### src/rtl/async_fifo_wr_front.sv
// Write-domain front end of the asynchronous FIFO.
// Buffers an upstream valid/ready stream in a 2-entry skid buffer, issues
// winc/wdata toward the pointer block and memory, synchronizes the Gray read
// pointer into wclk, and reports a registered fill level and almost-full flag.
module async_fifo_wr_front #(
    parameter int DATASIZE     = 8,
    parameter int ADDRSIZE     = 4,
    parameter int AFULL_THRESH = 12
) (
    input  logic                wclk,
    input  logic                wrst_n,
    input  logic                s_valid,
    output logic                s_ready,
    input  logic [DATASIZE-1:0] s_data,
    input  logic [ADDRSIZE:0]   rptr,
    input  logic [ADDRSIZE:0]   wptr,
    input  logic                wfull,
    output logic                winc,
    output logic [DATASIZE-1:0] wdata,
    output logic [ADDRSIZE:0]   wq2_rptr,
    output logic [ADDRSIZE:0]   wlevel,
    output logic                walmost_full
);

    localparam int               PTR_W     = ADDRSIZE + 1;
    localparam logic [PTR_W-1:0] AFULL_LVL = PTR_W'(AFULL_THRESH);

    // Gray to binary: each binary bit is the XOR of all Gray bits at or above it.
    function automatic logic [PTR_W-1:0] gray2bin(input logic [PTR_W-1:0] g);
        logic [PTR_W-1:0] b;
        b[PTR_W-1] = g[PTR_W-1];
        for (int i = PTR_W - 2; i >= 0; i--) begin
            b[i] = b[i+1] ^ g[i];
        end
        return b;
    endfunction

    // ------------------------------------------------------------------
    // Read-pointer synchronizer
    // ------------------------------------------------------------------
    logic [PTR_W-1:0] r_wq1_rptr;
    logic [PTR_W-1:0] r_wq2_rptr;

    // Two-flop synchronizer for the Gray read pointer crossing into wclk.
    // NOTE: rptr feeds the first flop directly; any logic in front of it could
    // combine bits from different read-domain updates and break the Gray
    // single-bit-change guarantee. Sequential state always uses <= so every
    // flop samples the pre-edge value of its neighbours.
    always_ff @(posedge wclk or negedge wrst_n) begin
        if (!wrst_n) begin
            r_wq1_rptr <= '0;
            r_wq2_rptr <= '0;
        end else begin
            r_wq1_rptr <= rptr;
            r_wq2_rptr <= r_wq1_rptr;
        end
    end

    assign wq2_rptr = r_wq2_rptr;

    // ------------------------------------------------------------------
    // Fill level and almost-full
    // ------------------------------------------------------------------
    logic [PTR_W-1:0] w_wbin;
    logic [PTR_W-1:0] w_rbin;
    logic [PTR_W-1:0] w_level_next;
    logic [PTR_W-1:0] r_wlevel;
    logic             r_walmost_full;

    assign w_wbin       = gray2bin(wptr);
    assign w_rbin       = gray2bin(r_wq2_rptr);
    // Natural PTR_W-bit wrap gives the modulo-2^(ADDRSIZE+1) difference.
    assign w_level_next = w_wbin - w_rbin;

    // Register level and almost-full from the same next value so they move together.
    always_ff @(posedge wclk or negedge wrst_n) begin
        if (!wrst_n) begin
            r_wlevel       <= '0;
            r_walmost_full <= 1'b0;
        end else begin
            r_wlevel       <= w_level_next;
            r_walmost_full <= (w_level_next >= AFULL_LVL);
        end
    end

    assign wlevel       = r_wlevel;
    assign walmost_full = r_walmost_full;

    // ------------------------------------------------------------------
    // 2-entry skid buffer (entry0 is the head)
    // ------------------------------------------------------------------
    logic [1:0]          r_count;
    logic [DATASIZE-1:0] r_entry0;
    logic [DATASIZE-1:0] r_entry1;
    logic                r_s_ready;

    logic                w_push;
    logic                w_pop;
    logic [1:0]          w_count_next;
    logic [DATASIZE-1:0] w_entry0_next;
    logic [DATASIZE-1:0] w_entry1_next;

    assign w_push = s_valid & r_s_ready;
    // Never request a write while the pointer block reports full.
    assign w_pop  = (r_count != 2'd0) & ~wfull;

    // Next skid contents for push, pop, or both; order is always preserved.
    // NOTE: every output is given its hold value first, so no path through
    // the case leaves a signal unassigned and no latch is inferred.
    always_comb begin
        w_count_next  = r_count;
        w_entry0_next = r_entry0;
        w_entry1_next = r_entry1;
        case ({w_push, w_pop})
            2'b10: begin
                if (r_count == 2'd0) begin
                    w_entry0_next = s_data;
                end else begin
                    w_entry1_next = s_data;
                end
                w_count_next = r_count + 2'd1;
            end
            2'b01: begin
                w_entry0_next = r_entry1;
                w_count_next  = r_count - 2'd1;
            end
            2'b11: begin
                // Head leaves; the new word lands behind whatever remains.
                if (r_count == 2'd1) begin
                    w_entry0_next = s_data;
                end else begin
                    w_entry0_next = r_entry1;
                    w_entry1_next = s_data;
                end
            end
            default: ;
        endcase
    end

    // Skid state and registered ready; ready looks ahead at the next count.
    // NOTE: the two data entries are reset as well so wdata is a defined zero
    // after reset and no stale word can reach the memory port.
    always_ff @(posedge wclk or negedge wrst_n) begin
        if (!wrst_n) begin
            r_count   <= 2'd0;
            r_entry0  <= '0;
            r_entry1  <= '0;
            r_s_ready <= 1'b0;
        end else begin
            r_count   <= w_count_next;
            r_entry0  <= w_entry0_next;
            r_entry1  <= w_entry1_next;
            r_s_ready <= (w_count_next < 2'd2);
        end
    end

    assign s_ready = r_s_ready;
    assign winc    = w_pop;
    assign wdata   = r_entry0;

endmodule
### config.mk
export PLATFORM = sky130hd
export DESIGN_NAME = async_fifo_wr_front
export DESIGN_NICKNAME = d
export VERILOG_FILES = /design/src/rtl/async_fifo_wr_front.sv
export SDC_FILE = /design/constraint.sdc
export NUM_CORES = 1
export LEC_CHECK = 0
export ABC_AREA = 1
export BUFFER_PORTS_ARGS = -buffer_cell sky130_fd_sc_hd__buf_2
export CAP_MARGIN = 20
export CELL_PAD_IN_SITES_DETAIL_PLACEMENT = 1
export CELL_PAD_IN_SITES_GLOBAL_PLACEMENT = 1
export CORE_ASPECT_RATIO = 1.4
export CORE_UTILIZATION = 45
export CTS_BUF_LIST = sky130_fd_sc_hd__clkbuf_8
export CTS_CLUSTER_DIAMETER = 80
export DETAILED_ROUTE_END_ITERATION = 6
export GPL_TIMING_DRIVEN = 0
export PLACE_DENSITY_LB_ADDON = 0.1
export SYNTH_ARGS = -nofsm -noshare
export SYNTH_HDL_FRONTEND = slang
export SYNTH_SLANG_ARGS = --single-unit
### constraint.sdc
create_clock -name wclk -period 4.3 [get_ports wclk]
set_input_delay 0.645 -clock wclk [delete_from_list [all_inputs] [get_ports wclk]]
set_output_delay 0.645 -clock wclk [all_outputs]
set_load 0.05 [all_outputs]
Yosys cells after proc, flatten, opt, wreduce, memory -nomap -nowiden. Cells that the tools add are included.

Register bits after elaboration: 35. Bits of input ports: 22. Word-level logic and storage cells: 44.

Add/sub/neg operators: 3. Magnitude comparators: 2. Equal/unequal tests: 7. Muxes and demuxes: 7. Bitwise gates (word level): 11. Reduce and logical (&&, ||, !) cells: 6.

Operators by type and width (count): $mux W8 (4); $pmux W8 S3 (1); $pmux W8 S2 (1); $xor A1 B1 Y1 (8); $ne A2 B2 Y1 const B (3); $ge A5 B4 Y1 const B (1); $sub A5 B5 Y5 (1); $eq A2 B1 Y1 const B (2); $eq A2 B2 Y1 const B (2); $pmux W2 S2 (1); $reduce_bool A2 Y1 (2); $reduce_and A3 Y1 (1); $reduce_bool A3 Y1 (1); $add A2 B1 Y2 const B (1); $and A1 B1 Y1 (2); $logic_not A2 Y1 (1); $lt A2 B2 Y1 const B (1); $reduce_and A2 Y1 (1); $sub A2 B1 Y2 const B (1); $not A1 Y1 (1).

Longest topological paths before layout. Gate-level depths: netlist of the first run.

Depth after elaboration: 6. Depth in mapped cells: 17.

Least setup slack after synthesis of the first run. No wires, ideal clock.

Kind: register to register. Start point: reg r_wq2_rptr[3], in the netlist wq2_rptr[3]. End point: reg r_walmost_full, in the netlist walmost_full. Library setup time: 0.117 ns. Arrival: 2.252 ns. Data required time: 4.183 ns. Slack: 1.931 ns. Stages on the path, launching flop included: 17. Path buffers: 0. Period minus slack after synthesis: 2.369 ns. Cells stage by stage: dfrtp_1 inv_1 nand2_2 nand3_2 nand2_2 nand2_1 nand3_1 nand2_1 inv_1 ha_1 inv_1 fa_1 nand3_1 nand2_1 or2_0 nand2_1 nand2_1.

Longest elaborated chain between the ends: 6.

Ends and longest elaborated chain: start, declared (line 42) `logic [PTR_W-1:0] r_wq2_rptr;`; start signal, assigned (line 55) `r_wq2_rptr <= r_wq1_rptr;`; $xor A1 B1 Y1 (*) (line 33) `b[i] = b[i+1] ^ g[i];`; $xor A1 B1 Y1 (3 in a row) (line 33); $sub A5 B5 Y5 (*) (line 73) `assign w_level_next = w_wbin - w_rbin;`; $ge A5 B4 Y1 (*) (line 82) `r_walmost_full <= (w_level_next >= AFULL_LVL);`; end signal, assigned (line 82); end, declared (line 68) `logic r_walmost_full;`.

Every way passes the cells marked *; elsewhere a longest branch is shown, timed or not. A chain may end at the register's enable or synchronous reset.

Final worst setup path of the first run.
Start point: in wptr[4]. End point: reg r_walmost_full, in the netlist walmost_full.

Longest elaborated chain between the ends: 6.

Ends and longest elaborated chain: start, declared (line 16) `input logic [ADDRSIZE:0] wptr,`; $xor A1 B1 Y1 (4 in a row) (line 33); $sub A5 B5 Y5 (*) (line 73); $ge A5 B4 Y1 (*) (line 82).

Marked as above.

==> results by stage, run 1 <==
Timing:
- The final count of hold timing violations is 0.
- The final setup violation count is 0.
- The worst pin sits at a relative slew slack of 47.8%.
- The final-report max-slew violation count came to 0.
- The fmax is between 0.4 and 0.5 GHz.
- The setup total negative slack is 0 ps.
- The worst-case clock skew is 4.25 ps.
- For the finished layout, the period the worst path requires is about 2300 ps.
- At the pin with the least slew margin, the transition time is a little under 800 ps.
- Setup repair after global routing left no endpoint under its margin.
- The final critical path takes up 53.6% of the cycle.

Worst setup path:
- In this run the worst path has a maximum fanout of 3.
- The depth of the worst register-to-register path is 15.
- STA classifies the critical path endpoint as a flip-flop.
- The required arrival time at the worst endpoint is 4480 ps.
- The startpoint kind of the worst setup timing path is a primary input.
- The setup path with the least slack is of type in -> reg.
- The arrival time at the worst endpoint is between 2000 and 2500 ps.

Floorplanning:
- After floorplanning, the core was divided into 26 placement rows.
- The initial core utilization is 47.0%.
- The width of the chip is 53.9 um.
- The floorplan die area is 0.00402 mm^2.
- The placeable core region is 0.00361 mm^2.
- The number of placed I/O pins is 43.
- The chip height is 74.6 um.

Clock tree:
- After clock tree synthesis, the setup repair step added 0 buffers.
- The maximum root-to-sink buffer count is 2.
- After clock tree synthesis, the clock-pin slew on the worst setup and hold paths is 70 ps.
- TritonCTS created 5 clock buffers.
- The total number of H-tree levels is 2.
- The number of cells upsized or downsized after cts is 0.
- The cell sitting at the root of the clock tree is a sky130_fd_sc_hd__clkbuf_8.
- The number of hold buffers added after CTS was 0.
- The clock sink total is 35.
- The TritonCTS clock tree is done.
- At the later pin of the worst-skew pair, clock insertion delay measures 280 ps.

Pwr:
- The portion of total power attributed to the clock network is ~16%.
- The post-layout total power is about 1.4 mW.
- The maximum vdd drop is 0.408 mV.
- Cell internal power was estimated by the tool at roughly 0.78 mW.
- Combinational logic burns between 40% and 50% of the power.
- The analysis attributes to net switching a power of 0.660 mW.
- The areal power density over the cells is 705 mW/mm^2.
- In this run switching power makes up 45.8% of total power.
- In this run, flip-flops and latches consume 34.8% of the power.
- The leakage power figure is 1.05 nW.

Placement:
- The placed instances occupy a cell area of 0.00196 mm^2.
- The congestion estimate from routability-driven global placement came to ~0.8.
- Including well taps, the total number of placed cells is 248.
- Buffers placed on the I/O ports in this run total 42.
- The sum of net half-perimeters after detailed placement is 2.88 mm.

Synth:
- By area the synthesized netlist is led by sky130_fd_sc_hd__dfrtp_1 52%, sky130_fd_sc_hd__ha_1 6.6%, sky130_fd_sc_hd__nand2_1 6.2%.
- The commonest register cell after synthesis is sky130_fd_sc_hd__dfrtp_1.
- The async set or reset register ratio after synthesis is 100%.
- The mean area per synthesized cell is 10.3 um^2.
- For this run, the number of Yosys warnings is 0.
- The synthesized design spends more area on one cell type than any other, namely sky130_fd_sc_hd__dfrtp_1.
- The cell area after synthesis is around 0.0017 mm^2.
- The post-synth net total is 196.
- The post-synthesis sequential area ratio is 51.7%.
- The instance count of the mapped netlist is roughly 160.
- The area fraction of the dominant cell type after synthesis is 51.7%.
- After synthesis, the most frequently instantiated cells are 35 x sky130_fd_sc_hd__dfrtp_1, 28 x sky130_fd_sc_hd__nand2_1, 18 x sky130_fd_sc_hd__inv_1, 16 x sky130_fd_sc_hd__nand3_1, 10 x sky130_fd_sc_hd__nand2_2.
- The synthesis-stage register bit count is 35.
- Yosys mapped a number of flops with a built-in enable equal to 0.
- The unique cell type count in the Yosys netlist is 27.
- The cell with the most instances after synthesis is sky130_fd_sc_hd__dfrtp_1.

Finish:
- The summed area of non-filler cells in the final layout is 0.00205 mm^2.
- The total of fill cells in the finished design is 419.
- From synthesis to final layout, the design area changed by 20.7%.
- The fraction of layout cells with a size suffix above 1 is between 30% and 40%.
- The repair_antennas step left the layout with diodes totalling 0.
- Once layout is complete, the cells apart from fillers number approximately 260.
- The final net count is 245.

Detailed routing:
- The count of vias placed by the detailed router is 1324.
- The number of optimization iterations in the first detailed-route pass is 5.
- The via-per-instance ratio is a little over 5.
- For this run, design rule violations remaining after detail routing come to 0.
- In this run, the number of DRC markers left after iteration 0 of detailed routing was 15.
- After detailed routing, the average wire length per cell comes to between 10 and 15 um.
- Wires add up to 3.71 mm.
- In this run the remaining antenna-violating nets after routing total 0.

Global routing:
- The number of antenna violations at the first check in global routing is 0.
- The global-route wire length before repair is about 5.9 mm.
- The final global-route overflow total is 0.
- The via count of the first global-routing pass was between 1k and 1.5k.
- Global routing used 21.2% of the available tracks across all layers.
- The pin count of the biggest net entering global routing is 36.

Outcome:
- The run finished with clean final reports.

Min path:
- The worst hold path belongs to the class reg -> reg.
- The cell count of the worst hold path is 0.

Flow run:
- The max-capacitance violation count is 0.
==> power by group through the flow <==
| stage | Combinational (mW) | Sequential, mW | Clock [mW] |
|---|---|---|---|
| floorplan | 0.314 | 0.725 | 0 |
| global placement | 0.684 | 0.499 | 0 |
| detailed placement | 0.711 | 0.508 | 0 |
| CTS | 0.717 | 0.502 | 0.240 |
| global route | 0.759 | 0.514 | 0.254 |
| finish | 0.706 | 0.501 | 0.234 |
==> routing by layer <==
| metal | global-route usage, % | vias to the layer above | share of wire [%] |
|---|---|---|---|
| li1 | - | 629 | - |
| met1 | 20.9 | 661 | 36 |
| met2 | 40.5 | 28 | 59 |
| met3 | 5.45 | 6 | 3.1 |
| met4 | 8.19 | 0 | 1.7 |
| met5 | 0 | - | 0 |
==> cell type report <==
type | count | area (um^2) | area share (%)
tap | 42 | 52.6 | 2.57
timing repair buffer | 42 | 210 | 10.3
inverter | 21 | 83.8 | 4.10
sequential | 35 | 876 | 42.8
multi-input combinational | 106 | 709 | 34.7
clock inverter | 1 | 5.00 | 0.245
clock buffer | 6 | 82.6 | 4.04
buffer | 2 | 26.3 | 1.28
==> stage by stage <==
stage	hold WS (ps)	util, %	setup WS [ps]
after floorplan	331	-	1930
after global placement	332	54.2	1780
after detailed placement	336	54.2	1660
after CTS	351	56.7	1960
after global routing	353	56.7	1730
final	349	56.7	2000
==> cells in the final DEF, fill, tap and decap left out, types with 6 or more instances in the layout <==
master / count
sky130_fd_sc_hd__nor2_1: 8
sky130_fd_sc_hd__nand2_2: 10
sky130_fd_sc_hd__a31oi_1: 8
sky130_fd_sc_hd__nand3_1: 16
sky130_fd_sc_hd__buf_2: 42
sky130_fd_sc_hd__mux2_2: 7
sky130_fd_sc_hd__clkbuf_8: 6
sky130_fd_sc_hd__ha_1: 9
sky130_fd_sc_hd__inv_1: 18
sky130_fd_sc_hd__dfrtp_1: 35
sky130_fd_sc_hd__nand2_1: 28
==> worst max-delay path, stage by stage <==
cell                      delay (ps)
sky130_fd_sc_hd__buf_2           110
sky130_fd_sc_hd__inv_1            40
sky130_fd_sc_hd__nand2_1          80
sky130_fd_sc_hd__nand3_1         130
sky130_fd_sc_hd__nand2_2         120
sky130_fd_sc_hd__nand2_2          60
sky130_fd_sc_hd__nand2_2         100
sky130_fd_sc_hd__nand2_1          60
sky130_fd_sc_hd__nand2_1          70
sky130_fd_sc_hd__ha_1            140
sky130_fd_sc_hd__inv_1            60
sky130_fd_sc_hd__fa_1            400
sky130_fd_sc_hd__nand3_1          90
sky130_fd_sc_hd__nand2_1          60
sky130_fd_sc_hd__or2_0           200
sky130_fd_sc_hd__nand2_1          80
sky130_fd_sc_hd__nand2_1          50
==> registers in the layout, indices dropped and copies added, names as in the netlist <==
| register | count |
|---|---|
| wdata | 8 |
| wq2_rptr | 5 |
| r_wq1_rptr | 5 |
| walmost_full | 1 |
| r_count | 2 |
| r_entry1 | 8 |
| s_ready | 1 |
| wlevel | 5 |
==> logic make-up (layout without fill, tap and decap cells) <==
family          count (synthesis)  after routing  share of synthesized area [%]
compound gates                 15             15                           5.54
xor+xnor                        3              3                           1.55
fa+ha+maj                      10             10                           7.82
buf+inv                        23             72                           6.49
flops                          35             35                           51.7
mux                             8              8                           5.54
simple gates                   70             70                           21.4
==> path summary, 6_finish.rpt <==
path	from	endpoint	slack, ps
min in group asynchronous	wrst_n	wq2_rptr[4]	440
hold / removal	r_wq1_rptr[2]	wq2_rptr[2]	350
setup reg to reg	wq2_rptr[4]	walmost_full	2080
max in group asynchronous	wrst_n	wdata[5]	3360
setup / recovery	wptr[4]	walmost_full	2000
hold reg to reg	r_wq1_rptr[2]	wq2_rptr[2]	350
No activity file was read; power rests on OpenSTA's default activity.
==> run 2: changes to the inputs <==
- ABC_AREA: 1 -> 0
- CORE_UTILIZATION: 45 -> 42
- clock period: 4.3 -> 2.17 ns (I/O delays scaled with it)
==> results by stage, run 2 <==
Outcome:
- The run finished, with violations left.
- The checks that failed: negative setup slack.

Timing:
- Setup repair after global routing could not meet its margin everywhere.
- The worst-case clock skew came to 3.95 ps (-0.299 ps).
- The final count of hold timing violations is 0 (unchanged).
- The remaining max-slew budget at the tightest pin is 48.2% (+0.42 points).
- Subtracting the final worst setup slack from the clock period gives 2640 ps.
- The final setup violation count was 3 (+3).
- The transition time at the pin with the least slew margin is 777 ps (-6.24 ps).
- The final-report max-slew violation count is 0 (unchanged).
- Static timing analysis puts the maximum clock frequency at around 0.38 GHz.
- The worst path uses 121% of the clock period.
- The tightest hold margin is 110 ps (-239 ps).
- The slack of the critical path is -465 ps (-2460 ps).

Finish:
- In the layout the commonest cells are 43 x sky130_fd_sc_hd__buf_2, 33 x sky130_fd_sc_hd__dfrtp_1, 15 x sky130_fd_sc_hd__nand2_1.
- The fraction of layout cells with a size suffix above 1 came to 47.0% (+9.9 points).
- The final cell count without fillers is 223 (-13%).
- The total of fill cells in the finished design is 395 (-5.7%).
- The most frequent standard cell in the layout excluding fill and tap cells is sky130_fd_sc_hd__buf_2.
- The area growth from synthesis to layout is 31.2%.
- The summed area of non-filler cells in the final layout is 0.00203 mm^2 (-0.98%).
- The number of diodes is 0 (unchanged).
- The share of the core filled with cells is 58.9% (+2.2 points).
- The final net count came to 214 (-13%).

Synth:
- The cell area after synthesis is 0.00154 mm^2 (-8.9%).
- The commonest register cell after synthesis is sky130_fd_sc_hd__dfrtp_1.
- The synthesis-stage register bit count is 35 (unchanged).
- The post-synth net total is 155 (-21%).
- The area fraction of the dominant cell type after synthesis is 56.7% (+5.1 points).
- The number of enable flip-flop cells after synthesis was 0 (unchanged).
- By area the synthesized netlist is led by sky130_fd_sc_hd__dfrtp_1 57%, sky130_fd_sc_hd__ha_1 7.3%, sky130_fd_sc_hd__mux2_2 5.8%.
- In the synthesized netlist, the cells that appear most often are 35 x sky130_fd_sc_hd__dfrtp_1, 15 x sky130_fd_sc_hd__nand2_1, 10 x sky130_fd_sc_hd__o21ai_0, 9 x sky130_fd_sc_hd__ha_1.
- The async set or reset register ratio after synthesis was 100% (unchanged).
- The mean area per synthesized cell was 12.6 um^2 (+21%).
- The number of synthesis warnings is 0 (unchanged).
- The post-synthesis sequential area ratio was 56.7% (+5.1 points).
- The unique cell type count in the Yosys netlist is 24 (-11%).
- The most area-hungry cell type in the Yosys netlist is sky130_fd_sc_hd__dfrtp_1.
- The instance count of the mapped netlist is 123 (-25%).
- By instance count, the leading cell after synthesis is sky130_fd_sc_hd__dfrtp_1.

Pwr:
- The maximum vdd drop was 0.892 mV (+120%).
- The areal power density over the cells came to 1480 mW/mm^2 (+110%).
- The leakage power figure is 0.994 nW (-5.2%).

Floorplanning:
- The chip height came to 73.7 um (-1.2%).
- The initial core utilization is 44.9% (-2.1 points).
- The number of placed I/O pins is 43 (unchanged).
- The placeable core region was 0.00344 mm^2 (-4.7%).
- The number of standard-cell rows in the floorplan is 25 (-3.8%).
- The floorplan die area was 0.00393 mm^2 (-2.4%).
- The width of the chip is 53.2 um (-1.2%).

Min path:
- The class of the tightest hold or removal check is in -> async.

Clock tree:
- The total number of H-tree levels is 2 (unchanged).
- The maximum root-to-sink buffer count is 2 (unchanged).
- TritonCTS built the clock tree.
- The clock sink total is 35 (unchanged).
- The clock input transition at the sequential cells of the worst setup and hold paths came to 70 ps (about the same).
- The number of buffers created by CTS is 5 (unchanged).
- The cell sitting at the root of the clock tree is a sky130_fd_sc_hd__clkbuf_8.
- The latest clock arrival within the worst-skew pair was 290 ps (about the same).

Global routing:
- The global-route usage over all layers is 20.3% (-0.95 points).
- The global-route wire length before repair is 5.52 mm (-6.4%).
- The number of antenna violations at the first check in global routing came to 0 (unchanged).
- The via count of the first global-routing pass is 1209 (-10%).
- The pin count of the biggest net entering global routing is 36 (unchanged).
- The final global-route overflow total is 0 (unchanged).

Worst setup path:
- The worst setup path is captured at a flip-flop.
- The startpoint-to-endpoint class of the critical path is reg -> reg.
- The worst register-to-register path begins at wq2_rptr[3].
- The arrival time at the worst endpoint is 2810 ps (+330 ps).
- The required arrival time at the worst endpoint is 2340 ps (-2140 ps).
- The beginning of the critical path is wq2_rptr[3].
- The worst setup path is launched from a flip-flop.
- The highest fanout seen on the critical path is 2 (-1).

Detailed routing:
- The via-per-instance ratio is 5.06 (-2.6%).
- The number of optimization iterations in the first detailed-route pass is 4 (-1).
- The met2 wire length is 1.95 mm (-11%).
- The number of nets with antenna violations after detailed routing came to 0 (unchanged).
- The DRC violation total after the first TritonRoute iteration is 16 (+1).
- The count of vias placed by the detailed router is 1128 (-15%).
- The per-cell routed wire length came to 15.7 um (+7.5%).
- The highest metal layer with signal wires is met4.
- The wire length on met3 is 147 um (+27%).
- The wire length on met1 is 1.34 mm (+1.1%).
- The total wirelength of the detailed-routed design is 3.49 mm (-6.0%).
- The remaining routing DRC violations is 0 (unchanged).

Placement:
- The count of buffers from port buffering is 42 (unchanged).
- The post-detailed-placement cell area is 0.00182 mm^2 (-7.2%).
- The cell total after placement is 205 (-17%).
- The weighted congestion at the end of routability-driven global placement is 0.731 (-7.8%).
- The sum of net half-perimeters after detailed placement is 2.38 mm (-17%).
- The setup slack after placement is -671 ps (-2330 ps).

Flow run:
- The max-capacitance violation count came to 0 (unchanged).
## run 2: cell count changes after synthesis, moves of 3 or more
cell / delta
sky130_fd_sc_hd__a22oi_1: +8
sky130_fd_sc_hd__nor2_1: -7
sky130_fd_sc_hd__a31oi_1: -8
sky130_fd_sc_hd__nand2_2: -10
sky130_fd_sc_hd__xor2_2: +3
sky130_fd_sc_hd__xnor2_1: +6
sky130_fd_sc_hd__inv_1: -10
sky130_fd_sc_hd__nand2_1: -13
sky130_fd_sc_hd__nand3_1: -15
sky130_fd_sc_hd__o21ai_0: +8
## run 2: area by class of cell
cell class	instances	area, um^2	area share (%)
flip-flops and latches	35	878	43.4
multi-input cells	79	688	34.0
repair buffers	52	289	14.3
clock buffers	5	68.8	3.40
well taps	40	50.0	2.47
inverters	8	33.8	1.67
clock inverters	3	12.5	0.618
plain buffers	1	5.00	0.247
## run 2: worst paths after layout
check                           endpoint  slack (ps)  cells past startpoint
min reg2reg                  wq2_rptr[3]         350                      0
max in group asynchronous    wq2_rptr[3]        1520                      1
max reg2reg                 walmost_full        -470                     11
max                         walmost_full        -470                     11
min                            wlevel[2]         110                      1
min in group wclk          r_wq1_rptr[0]         140                      1
## run 2: what timing repair did
action,in CTS,in global routing
hold buffers,0,0
setup buffers,5,6
gates cloned,0,0
setup endpoints to repair,17,11
resized for setup,5,7
pin swaps,4,8
## run 2: report_power, final
group | switching, mW | internal [mW] | total [mW] | leakage (nW)
clock | 0.235 | 0.216 | 0.451 | 0.0505
sequential | 0.0996 | 0.893 | 0.992 | 0.413
combinational | 1.03 | 0.512 | 1.55 | 0.530
## run 2: logic make-up (layout without fill, tap and decap cells)
family	Yosys count	after routing	share of synthesized area (%)
muxes	9	9	6.48
adders and majority gates	10	10	8.59
DFF	35	35	56.7
and+or+nand+nor	20	20	5.35
buffers and inverters	9	69	2.27
AOI/OAI and AO/OA	26	26	10.7
xor gates and xnor gates	14	14	9.89
## run 2: worst max-delay path: stages, from the launching register on
cell and delay [ps]:
sky130_fd_sc_hd__dfrtp_2 440, sky130_fd_sc_hd__xnor2_4 200, sky130_fd_sc_hd__xor2_2 210, sky130_fd_sc_hd__xor2_2 190, sky130_fd_sc_hd__xnor2_1 140, sky130_fd_sc_hd__ha_2 190, sky130_fd_sc_hd__inv_2 40, sky130_fd_sc_hd__fa_2 340
sky130_fd_sc_hd__a21o_1 200, sky130_fd_sc_hd__a21oi_2 180, sky130_fd_sc_hd__xnor2_2 90, sky130_fd_sc_hd__a311o_1 280
## run 2: through the flow
| step | total power, mW | setup TNS (ps) |
|---|---|---|
| 2_1_floorplan | 2.10 | -1060 |
| 3_3_place_gp | 2.38 | -1060 |
| 3_5_place_dp | 2.45 | -1690 |
| 4_1_cts | 2.94 | -673 |
| 5_1_grt | 3.19 | -1220 |
| 6_report | 2.99 | -894 |
## run 2: per-layer routing
layer  track usage (%)  up-vias
met5                 0        -
met4              9.65        0
met3              5.18        6
met2              36.3       30
met1              21.3      562
li1                  -      530
==> run 3: changes to the inputs <==
==> constraint.sdc (replaced) <==
create_clock -name wclk -period 2.17 [get_ports wclk]
set_input_delay 0.1085 -clock wclk [delete_from_list [all_inputs] [get_ports wclk]]
set_output_delay 0.1085 -clock wclk [all_outputs]
set_load 0.05 [all_outputs]
==> results by stage, run 3 (synthesis results as in run 2) <==
Global routing:
- The pin count of the biggest net entering global routing is 36 (unchanged).
- The via count of the first global-routing pass is 1261 (+4.3%).
- The global-route usage over all layers is 20.8% (+0.52 points).
- The number of antenna violations at the first check in global routing came to 0 (unchanged).
- The global-route wire length before repair was 5.69 mm (+3.0%).
- The final global-route overflow total was 0 (unchanged).

Detailed routing:
- The DRC violation total after the first TritonRoute iteration is 17 (+1).
- The number of nets with antenna violations after detailed routing is 0 (unchanged).
- The count of vias placed by the detailed router is 1150 (+2.0%).
- The remaining routing DRC violations is 0 (unchanged).
- The via-per-instance ratio is 5.04 (-0.29%).
- The number of optimization iterations in the first detailed-route pass is 4 (unchanged).
- The per-cell routed wire length is 16.0 um (+2.5%).
- The total wirelength of the detailed-routed design is 3.66 mm (+4.8%).

Pwr:
- The register share of total power is 33.3% (about the same).
- The net switching power was 1.37 mW (+0.12%).
- The combinational share of power is 51.8% (about the same).
- The leakage power figure is 1.01 nW (+2.0%).
- The internal power component was 1.62 mW (-0.12%).
- The areal power density over the cells was 1440 mW/mm^2 (-2.5%).
- The fraction of power spent switching nets came to 45.8% (+0.060 points).
- The portion of total power attributed to the clock network is 14.9% (-0.2 points).
- The maximum vdd drop was 0.897 mV (+0.65%).

Worst setup path:
- The required arrival time at the worst endpoint is 2340 ps (about the same).
- The setup slack of the worst register-to-register path was -470 ps (about the same).
- In this run the critical register-to-register path is launched from wq2_rptr[3].
- The highest fanout seen on the critical path is 2 (unchanged).
- The end of the worst register-to-register path is walmost_full.
- The worst setup path is captured at a flip-flop.
- The startpoint kind of the worst setup timing path is a flip-flop.
- The startpoint-to-endpoint class of the critical path is reg -> reg.
- The arrival time at the worst endpoint is 2810 ps (about the same).
- The depth of the worst register-to-register path is 11 (unchanged).

Min path:
- The worst hold path begins at s_data[5].
- Counting instances, the worst hold path has a depth of 2.
- The class of the tightest hold or removal check is in -> reg.
- The endpoint with the worst hold slack is r_entry1[5].

Timing:
- The time the final worst path needs with I/O delays and setup came to 2640 ps (+5.63 ps).
- Setup repair after global routing could not meet its margin everywhere.
- The remaining max-slew budget at the tightest pin is 48.0% (-0.19 points).
- The worst-case clock skew is 4.92 ps (+0.966 ps).
- The final count of hold timing violations was 0 (unchanged).
- The slack of the critical path came to -471 ps (-5.64 ps).
- The tightest hold margin came to 66.8 ps (-43.3 ps).
- The fmax is 0.379 GHz (-0.21%).
- The final-report max-slew violation count is 0 (unchanged).
- The setup total negative slack came to -799 ps (+94.2 ps).
- The share of the clock period used by the worst path after layout is 122% (+0.26 points).
- The transition time at the pin with the least slew margin is 779 ps (+2.90 ps).
- The final setup violation count is 3 (unchanged).

Clock tree:
- The clock sink total is 35 (unchanged).
- The tree is rooted in a sky130_fd_sc_hd__clkbuf_8.
- The clock input transition at the sequential cells of the worst setup and hold paths came to 70 ps (about the same).
- The total number of H-tree levels was 2 (unchanged).
- The latest clock arrival within the worst-skew pair is 280 ps (about the same).
- The maximum root-to-sink buffer count came to 2 (unchanged).
- The number of buffers created by CTS came to 5 (unchanged).
- The TritonCTS clock tree is done.

Placement:
- The count of buffers from port buffering is 42 (unchanged).
- The cell total after placement came to 205 (unchanged).
- The sum of net half-perimeters after detailed placement is 2.38 mm (unchanged).
- The weighted congestion at the end of routability-driven global placement is 0.731 (unchanged).

Floorplanning:
- The initial core utilization is 44.9% (unchanged).
- The number of placed I/O pins was 43 (unchanged).
- The chip height is 73.7 um (unchanged).
- The number of standard-cell rows in the floorplan is 25 (unchanged).
- The width of the chip is 53.2 um (unchanged).
- The placeable core region is 0.00344 mm^2 (unchanged).
- The floorplan die area came to 0.00393 mm^2 (unchanged).

Finish:
- The fraction of layout cells with a size suffix above 1 came to 45.2% (-1.8 points).
- Compared with the post-synthesis result, the final layout area differs by 34.6%.
- The final net count is 219 (+2.3%).
- The number of diodes is 0 (unchanged).
- In the layout the commonest cells are 43 x sky130_fd_sc_hd__buf_2, 33 x sky130_fd_sc_hd__dfrtp_1, 15 x sky130_fd_sc_hd__nand2_1.
- The most frequent standard cell in the layout excluding fill and tap cells is sky130_fd_sc_hd__buf_2.
- The final cell count without fillers was 228 (+2.2%).

Outcome:
- The flow ran to the end, but the final reports show violations.
- The checks that failed: negative setup slack.

Flow run:
- The max-capacitance violation count was 0 (unchanged).
-- run 3: timing repair --
action / CTS / global route
hold endpoints to repair: 40 / 0
gates resized for setup: 5 / 6
pin swaps: 4 / 7
setup endpoints to repair: 17 / 11
hold buffers: 6 / 0
buffers inserted: 5 / 5
-- run 3: critical path, stage by stage, from the launching register on --
cell and delay [ps]:
sky130_fd_sc_hd__dfrtp_2 440, sky130_fd_sc_hd__xnor2_4 200, sky130_fd_sc_hd__xor2_2 210, sky130_fd_sc_hd__xor2_2 190, sky130_fd_sc_hd__xnor2_1 140, sky130_fd_sc_hd__ha_2 190
sky130_fd_sc_hd__inv_2 50, sky130_fd_sc_hd__fa_2 340, sky130_fd_sc_hd__a21o_1 180, sky130_fd_sc_hd__a21oi_2 190, sky130_fd_sc_hd__xnor2_2 110, sky130_fd_sc_hd__a311o_1 280
-- run 3: cell type report --
cell class | instances | area (um^2)
flip-flops and latches | 35 | 878
fillers | 381 | 1360
clock inverters | 3 | 12.5
repair buffers | 57 | 342
multi-input cells | 79 | 688
clock buffers | 5 | 68.8
plain buffers | 1 | 5.00
inverters | 8 | 33.8
well taps | 40 | 50.0
-- run 3: power by group through the flow --
| stage | clock [mW] | combinational (mW) | sequential, mW |
|---|---|---|---|
| floorplan | 0 | 0.611 | 1.49 |
| global placement | 0 | 1.38 | 0.996 |
| detailed placement | 0 | 1.44 | 1.01 |
| CTS | 0.460 | 1.49 | 1.00 |
| global route | 0.483 | 1.68 | 1.03 |
| finish | 0.446 | 1.55 | 0.995 |
-- run 3: how the worst max path moves through the flow --
stage / startpoint / endpoint / slack [ps] / cells after the start
after global routing: wq2_rptr[3] / walmost_full / -590 / 11
after floorplan: wq2_rptr[3] / walmost_full / -590 / 11
after detailed placement: wq2_rptr[3] / walmost_full / -640 / 11
final: wq2_rptr[3] / walmost_full / -470 / 11
after CTS: wq2_rptr[4] / walmost_full / -440 / 11
after global placement: wq2_rptr[3] / walmost_full / -610 / 11
-- run 3: layer usage --
layer	vias up	GRT usage (%)	routed length, um
met2	35	36.1	2020
li1	542	-	-
met4	0	11.4	116
met1	563	22.1	1370
met5	-	0	0
met3	10	5.38	149
-- run 3: stage by stage --
step           power (mW)  area [um^2]  setup WS [ps]  utilization (%)
3_3_place_gp         2.38         1820           -608             52.8
6_report             2.99         2080           -471             60.4
2_1_floorplan        2.10         1560           -587                -
4_1_cts              2.95         2030           -438             58.9
5_1_grt              3.19         2080           -595             60.4
3_5_place_dp         2.45         1820           -637             52.8
